--- config.mk ---
export PLATFORM = sky130hd
export DESIGN_NAME = cpu_run_ctrl
export DESIGN_NICKNAME = d
export VERILOG_FILES = /design/src/rtl/cpu_run_ctrl.sv
export SDC_FILE = /design/constraint.sdc
export NUM_CORES = 1
export LEC_CHECK = 0
export ABC_AREA = 1
export CORE_UTILIZATION = 49
export CTS_CLUSTER_DIAMETER = 150
export DETAILED_ROUTE_END_ITERATION = 8
export DONT_BUFFER_PORTS = 1
export HOLD_SLACK_MARGIN = 0.1
export PLACE_DENSITY = 0.7
export SYNTH_ARGS = -nofsm -noshare
export SYNTH_HDL_FRONTEND = slang
export SYNTH_SLANG_ARGS = --single-unit
export TNS_END_PERCENT = 100
--- constraint.sdc ---
create_clock -name clk -period 2 [get_ports clk]
set_clock_uncertainty 0.05 [all_clocks]
set_input_delay 0.4 -clock clk [delete_from_list [all_inputs] [get_ports clk]]
set_output_delay 0.4 -clock clk [all_outputs]
set_load 0.1 [all_outputs]
--- src/rtl/cpu_run_ctrl.sv ---
// Run/step/breakpoint controller that gates datapath updates through a one-clk cpu_ce.
// Breakpoint support is compiled in only when CPU_RUN_CTRL_BP_EN is defined.
module cpu_run_ctrl #(
  parameter int unsigned PC_W  = 32,
  parameter int unsigned CNT_W = 16
) (
  input  logic             clk,
  input  logic             rstn,
  input  logic             tick,
  input  logic             run_sw,
  input  logic             step_btn,
  input  logic             clr,
  input  logic [PC_W-1:0]  pc,
  input  logic [PC_W-1:0]  end_pc,
  input  logic             bp_en,
  input  logic [PC_W-1:0]  bp_addr,
  output logic             cpu_ce,
  output logic [2:0]       state_o,
  output logic             halted,
  output logic [CNT_W-1:0] retire_cnt
);

  typedef enum logic [2:0] {
    StIdle = 3'd0,
    StRun  = 3'd1,
    StStep = 3'd2,
    StBrk  = 3'd3,
    StDone = 3'd4
  } state_e;

  state_e           r_state;
  logic             r_cpu_ce;
  logic [CNT_W-1:0] r_cnt;
  logic             r_step_meta;
  logic             r_step_sync;
  logic             r_step_prev;

  logic w_step_p;
  logic w_tick_ok;
  logic w_end_hit;
  logic w_bp_hit;

  assign w_step_p  = r_step_sync & ~r_step_prev;
  // A tick right after an issue is ignored so cpu_ce can never be high on two clks in a row.
  assign w_tick_ok = tick & ~r_cpu_ce;
  assign w_end_hit = (pc == end_pc);

`ifdef CPU_RUN_CTRL_BP_EN
  assign w_bp_hit = bp_en & (pc == bp_addr);
  assign halted   = (r_state == StBrk) | (r_state == StDone);
`else
  logic w_unused_bp;
  assign w_unused_bp = ^{bp_en, bp_addr};
  assign w_bp_hit    = 1'b0;
  assign halted      = (r_state == StDone);
`endif

  always_ff @(posedge clk or negedge rstn) begin
    if (!rstn) begin
      r_state     <= StIdle;
      r_cpu_ce    <= 1'b0;
      r_cnt       <= '0;
      r_step_meta <= 1'b0;
      r_step_sync <= 1'b0;
      r_step_prev <= 1'b0;
    end else begin
      r_step_meta <= step_btn;
      r_step_sync <= r_step_meta;
      r_step_prev <= r_step_sync;
      r_cpu_ce    <= 1'b0;
      if (r_cpu_ce && (r_cnt != {CNT_W{1'b1}})) begin
        r_cnt <= r_cnt + 1'b1;
      end
      unique case (r_state)
        StIdle: begin
          if (run_sw) begin
            r_state <= StRun;
          end else if (w_step_p) begin
            r_state <= StStep;
          end
        end
        StRun: begin
          if (!run_sw) begin
            r_state <= StIdle;
          end else if (w_tick_ok) begin
            if (w_end_hit) begin
              r_state <= StDone;
            end else if (w_bp_hit) begin
              r_state <= StBrk;
            end else begin
              r_cpu_ce <= 1'b1;
            end
          end
        end
        StStep: begin
          if (w_tick_ok) begin
            if (w_end_hit) begin
              r_state <= StDone;
            end else begin
              r_cpu_ce <= 1'b1;
              r_state  <= StIdle;
            end
          end
        end
        StBrk: begin
          if (w_step_p) begin
            r_state <= StStep;
          end else if (!run_sw) begin
            r_state <= StIdle;
          end
        end
        StDone: begin
          if (clr) begin
            r_state <= StIdle;
            r_cnt   <= '0;
          end
        end
        default: r_state <= StIdle;
      endcase
    end
  end

  assign cpu_ce     = r_cpu_ce;
  assign state_o    = r_state;
  assign retire_cnt = r_cnt;

endmodule

==> run metrics, run 1 <==
CTS sink cnt 23; peak supply drop 1070 uV; largest net degree at the start of global routing 24; area grow syn2layout 15.1%; Post-Synth XOR/XNOR Area 0.123; die area about 0.0039 mm2; layout cells sized above 1 0.150; Final Max Slew Viols 0; Fin Hold WS ~0.17 ns; syn_nets 380; Compound-Gate Fraction of Synth Area 0.0527; CP startpoint kind flip-flop; CTS tree yes; outcome finished, final reports clean; mean post-synth cell area 6.45 um2; synth unique cells 26; GRT Total Usage 0.200; crit path cell chain nor3_4, buf_4; Max Root-Sink Buffers 2; largest family of logic cells by synthesized area simple AND/OR/NAND/NOR gates; DRC violation count after routing 0; Post-Place Cells 341; CP required ~1.6 ns; Setup Fix Bufs, Post-CTS 0; Synth top area share 0.323; RSZ-0062 raised after global routing false; fmax around 540 MHz; Total Power roughly 2.6 mW; Seq/Total Area, Yosys 0.323; Worst Setup End Kind output pin; clock-pin slew on the worst setup and hold paths 0.12 ns; Post-Route WL 3.48 mm; Adder-Cell Fraction of Synth Area 0.00703; Tcrit/Tclk final 0.930; initial drt markers 83; Finished Cell Area around 0.0020 mm2; routed len/inst between 10 and 15 um; Slew @ Worst Pin around 1.0 ns; TritonCTS Buffers 3; CP max-delay cell dfrtp_4; H-tree Lvls 1; Pleak 1.03 nW; worst r2r path cells 9; grt total ovfl 0; drt pass-1 iters 4; flops & latches, synth 23; Multi-input gate area between 0.001 and 0.0015 mm2; row count 21; Final Instance Count excl. Fillers between 300 and 400; min setup slack post-route approximately 0.14 ns; pre-CTS setup slack ~0.37 ns; DR vias 1671; ANT cells 0; CP Data Arrival Time between 1 and 1.5 ns; met1 global-route usage 0.232; total I/O pin count roughly 120; initial antenna violation count 0; Detail Placement HPWL between 2 and 3 mm; Post-Syn Instances ~280; filler instances 352; Worst Hold Class input port to flip-flop; pwr dens ~1300 mW/mm2; Yosys warnings 0; Synth Cell Area about 0.0018 mm2; met2 Use GR 0.383; core area 0.00342 mm2; relative slew slack 0.333; # setup viols final 0; first-pass GRT wire length 6.41 mm; Die W a little over 60 um; slowest stage delay, CP approximately 0.54 ns; GP Congestion just over 0.8; post-synth top area cell dfrtp_1; I/O Buffers 0; Vias/cell between 4 and 5; Clock Tree Root clkbuf_4; met3 Resource Use GR 0.0184; Synth area leaders dfrtp_1 (32%), nand2_1 (19%), xnor2_1 (12%), inv_1 (9.7%), nor2_1 (6.8%); Hold Path Cell Cnt 2; Final #Nets around 410; crit path kind flip-flop to output pin; Final Hold Vio Count 0; antenna-violating nets left 0; GR peak layer met2; placed cell areas approximately 0.002 mm2; Die H about 62 um; FF/Latch Area 588 um2; Starting Density 0.521; vias in the first global route 1621; Skew-Pair Late Insertion Delay ~0.31 ns; simple-gate share of the synthesized area 0.376; CP max FO 6; maxcap violations 0; mux cell area share after synthesis 0; min Tclk post-route between 1.5 and 2 ns
[cell usage in the layout (no fill, tap or decap)]
master,n
dfrtp_4,2
xnor2_1,24
nand3_2,1
and3_1,1
nand2_2,2
a21oi_1,8
nor2_4,1
inv_4,1
inv_2,5
nand4_1,3
nor3_4,1
o21ai_0,2
clkbuf_1,1
nor2_1,32
nor3_1,6
o41ai_1,1
or2_0,1
nor3_2,2
nand3b_1,1
nand2_4,1
buf_4,21
nor2_2,1
dfrtp_1,17
clkinv_1,1
clkbuf_4,3
inv_1,44
dlygate4sd3_1,2
dfrtp_2,4
ha_1,1
nand3_1,13
o21ai_1,7
nand2_1,90
xor2_1,1
[cell families after synthesis]
| kind of cell | Yosys count |
|---|---|
| DFF | 23 |
| adders and majority gates | 1 |
| and+or+nand+nor | 156 |
| AOI/OAI and AO/OA | 18 |
| buffers and inverters | 53 |
| xor gates and xnor gates | 25 |
[registers in the layout (all words and copies together) (netlist names)]
| signal | count |
|---|---|
| r_step_sync | 1 |
| state_o | 3 |
| r_step_prev | 1 |
| cpu_ce | 1 |
| retire_cnt | 16 |
| r_step_meta | 1 |
[area by class of cell]
cell class | count | share of cell area
Sequential cell | 23 | 0.287
Multi-Input combinational cell | 200 | 0.491
Tap cell | 46 | 0.0281
Clock buffer | 4 | 0.0128
Timing Repair Buffer | 23 | 0.0867
Inverter | 51 | 0.0947
[critical path, delay by kind of cell (launching register included)]
| kind | cells | cell delay [ns] |
|---|---|---|
| buffers and inverters | 1 | 0.32 |
| flip-flops | 1 | 0.54 |
| AND/OR/NAND/NOR | 1 | 0.24 |
[stage by stage]
stage          setup TNS (ns)  utilization
2_1_floorplan           -4.06            -
3_3_place_gp                0        0.586
3_5_place_dp                0        0.586
4_1_cts                     0        0.600
5_1_grt                     0        0.600
6_report                    0        0.600
[final timing paths]
| check | from | endpoint | slack, ns |
|---|---|---|---|
| hold / removal | run_sw | state_o[0] | 0.17 |
| setup reg to reg | retire_cnt[0] | retire_cnt[13] | 0.35 |
| hold reg to reg | r_step_meta | r_step_sync | 0.34 |
| setup / recovery | state_o[0] | halted | 0.14 |
| min in group asynchronous | rstn | retire_cnt[2] | 0.63 |
| max in group asynchronous | rstn | state_o[0] | 0.54 |
[power by group]
group	leakage (nW)	switching, mW	internal, mW
combinational	0.719	1.24	0.369
sequential	0.293	0.156	0.599
clock	0.0150	0.138	0.0780
total	1.03	1.53	1.05
[synthesized netlist by cell type (all sizes together)]
library cell  count
nand2            93
inv              50
nor2             34
xnor2            24
dfrtp            23
nand3            14
nor3              9
o21ai             9
a21oi             8
nand4             3
buf               2
and3              1
clkinv            1
ha                1
nand3b            1
o41ai             1
or2               1
xor2              1
[repair_timing]
| action | in CTS | in global routing |
|---|---|---|
| hold buffers | 2 | 0 |
| endpoints found under the hold margin | 24 | 0 |
| resized for setup | 0 | 0 |
[metal layers]
metal  routed length, um  share of wire  up-vias
li1                    -              -      881
met5                   0              0        -
met2                1760           0.51       51
met4                  38          0.011        0
met1                1510           0.44      734
met3                 159          0.046        5
No activity file was read; power rests on OpenSTA's default activity.
==> run 2, diff against run 1 <==
--- a/config.mk
+++ b/config.mk
@@ -6,12 +6,11 @@
 export NUM_CORES = 1
 export LEC_CHECK = 0
 export ABC_AREA = 1
-export CORE_UTILIZATION = 49
+export CORE_UTILIZATION = 36
 export CTS_CLUSTER_DIAMETER = 150
 export DETAILED_ROUTE_END_ITERATION = 8
-export DONT_BUFFER_PORTS = 1
 export HOLD_SLACK_MARGIN = 0.1
-export PLACE_DENSITY = 0.7
+export PLACE_DENSITY = 0.88
 export SYNTH_ARGS = -nofsm -noshare
 export SYNTH_HDL_FRONTEND = slang
 export SYNTH_SLANG_ARGS = --single-unit
==> run 2 against run 1 <==
  * Sequential share of layout area shrank 8.9 points
  * Critical path depth is the same
  * Cell count grew 26%
  * Clock power grew 32%
  * Die area grew 35%
  * Critical path type unchanged
  * Largest power group unchanged
==> run metrics, run 2 (synthesized netlist as in run 1, its figures left out) <==
outcome finished, final reports clean; total I/O pin count 124; clock-pin slew on the worst setup and hold paths roughly 0.08 ns; P_sw between 1.5 and 2 mW; RSZ-0062 raised after global routing false; # setup viols final 0; Hold Path Cell Cnt 0; CP required between 1.5 and 2 ns; Final Max Slew Viols 0; area grow syn2layout 67.1%; CTS sink cnt 23; I/O Buffers 90; core area ~0.0048 mm2; fmax ~570 MHz; CTS tree yes; H-tree Lvls 1; CP Data Arrival Time about 1.3 ns; Worst Setup End Kind output pin; GRT Total Usage 0.169; min Tclk post-route approximately 1.7 ns; Clock Tree Root clkbuf_8; Worst Hold Class flip-flop to flip-flop; pwr dens roughly 1000 mW/mm2; initial antenna violation count 0; Vias/cell around 4.4; DRC violation count after routing 0; Setup Fix Bufs, Post-CTS 0; Pleak approximately 1.4 nW; first-pass GRT wire length 7.15 mm; maxcap violations 0; layout cells sized above 1 0.127; clock power share 0.092; Combinational Power Share 0.643; TritonCTS Buffers 3; Starting Density 0.374; relative slew slack 0.755; die area approximately 0.0052 mm2; row count 25; vias in the first global route between 1500 and 2000; largest net degree at the start of global routing 24; drt pass-1 iters 4; GP Congestion 0.863; Largest register FFs 16; crit path kind flip-flop to output pin; CTS resizes 0; most frequent cells in the layout nand2_1 (90), clkdlybuf4s50_1 (69), inv_1 (44); routed len/inst roughly 9.4 um; Pint about 1.5 mW; hold buffers post-CTS 0; antenna-violating nets left 0; sw frac 0.527; CP startpoint kind flip-flop; DR vias between 1500 and 2000; Fin Setup TNS 0 ns; Slew @ Worst Pin ~0.36 ns; leading cell type in the layout, fill and taps excluded nand2_1; Final Hold Vio Count 0; Flop pwr share 0.265; Tcrit/Tclk final 0.874; Max Root-Sink Buffers 2; Final #Nets ~470; ANT cells 0; Skew-Pair Late Insertion Delay approximately 0.26 ns; initial drt markers 80; Total Power around 3.1 mW; grt total ovfl 0; Detail Placement HPWL between 3 and 4 mm; Die H 72.3 um; Die W between 70 and 80 um; CP max FO 6; worst r2r path cells 7; peak supply drop around 740 uV; Post-Route WL 4.09 mm
## run 2: path summary, 6_finish.rpt
kind                             endpoint          start  slack [ns]
setup reg to reg           retire_cnt[13]  retire_cnt[2]        0.32
setup / recovery                   halted     state_o[0]        0.25
hold / removal                r_step_sync    r_step_meta        0.31
hold reg to reg               r_step_sync    r_step_meta        0.31
max in group asynchronous      state_o[0]           rstn        1.20
min in group asynchronous   retire_cnt[0]           rstn        0.43
## run 2: layout make-up
| cell class | count | area [um2] |
|---|---|---|
| Tap cell | 67 | 83.8 |
| Clock buffer | 3 | 41.3 |
| Timing Repair Buffer | 91 | 1060 |
| Clock inverter | 1 | 5.00 |
| Fill cell | 410 | 1780 |
| Sequential cell | 23 | 588 |
| Multi-Input combinational cell | 200 | 1000 |
| Inverter | 51 | 194 |
## run 2: critical path: stages, from the launching register on
cell	delay, ns
dfrtp_4	0.54
nor3_4	0.28
buf_12	0.21
## run 2: power by group through the flow
stage | clock (mW) | combinational [mW] | sequential (mW)
global placement | 0 | 1.98 | 0.831
CTS | 0.295 | 2.01 | 0.827
floorplan | 0 | 0.497 | 1.58
global route | 0.314 | 2.11 | 0.846
detailed placement | 0 | 2.01 | 0.836
finish | 0.285 | 2.00 | 0.826
## run 2: metrics by stage
stage	util	setup slack, ns	hold slack (ns)	std cells	instance area (um2)
6_report	0.625	0.251	0.310	436	2970
5_1_grt	0.625	0.104	0.319	436	2970
4_1_cts	0.625	0.236	0.311	436	2970
3_5_place_dp	0.616	0.0796	0.292	432	2930
3_3_place_gp	0.616	0.114	0.286	432	2930
2_1_floorplan	-	-0.337	0.0544	276	1810
## run 2: layer usage
metal	share of wire	global-route usage	up-vias
met5	0	0	-
met2	0.54	0.344	78
met4	0.00098	0.0305	0
li1	-	-	1023
met1	0.39	0.172	826
met3	0.075	0.0444	2
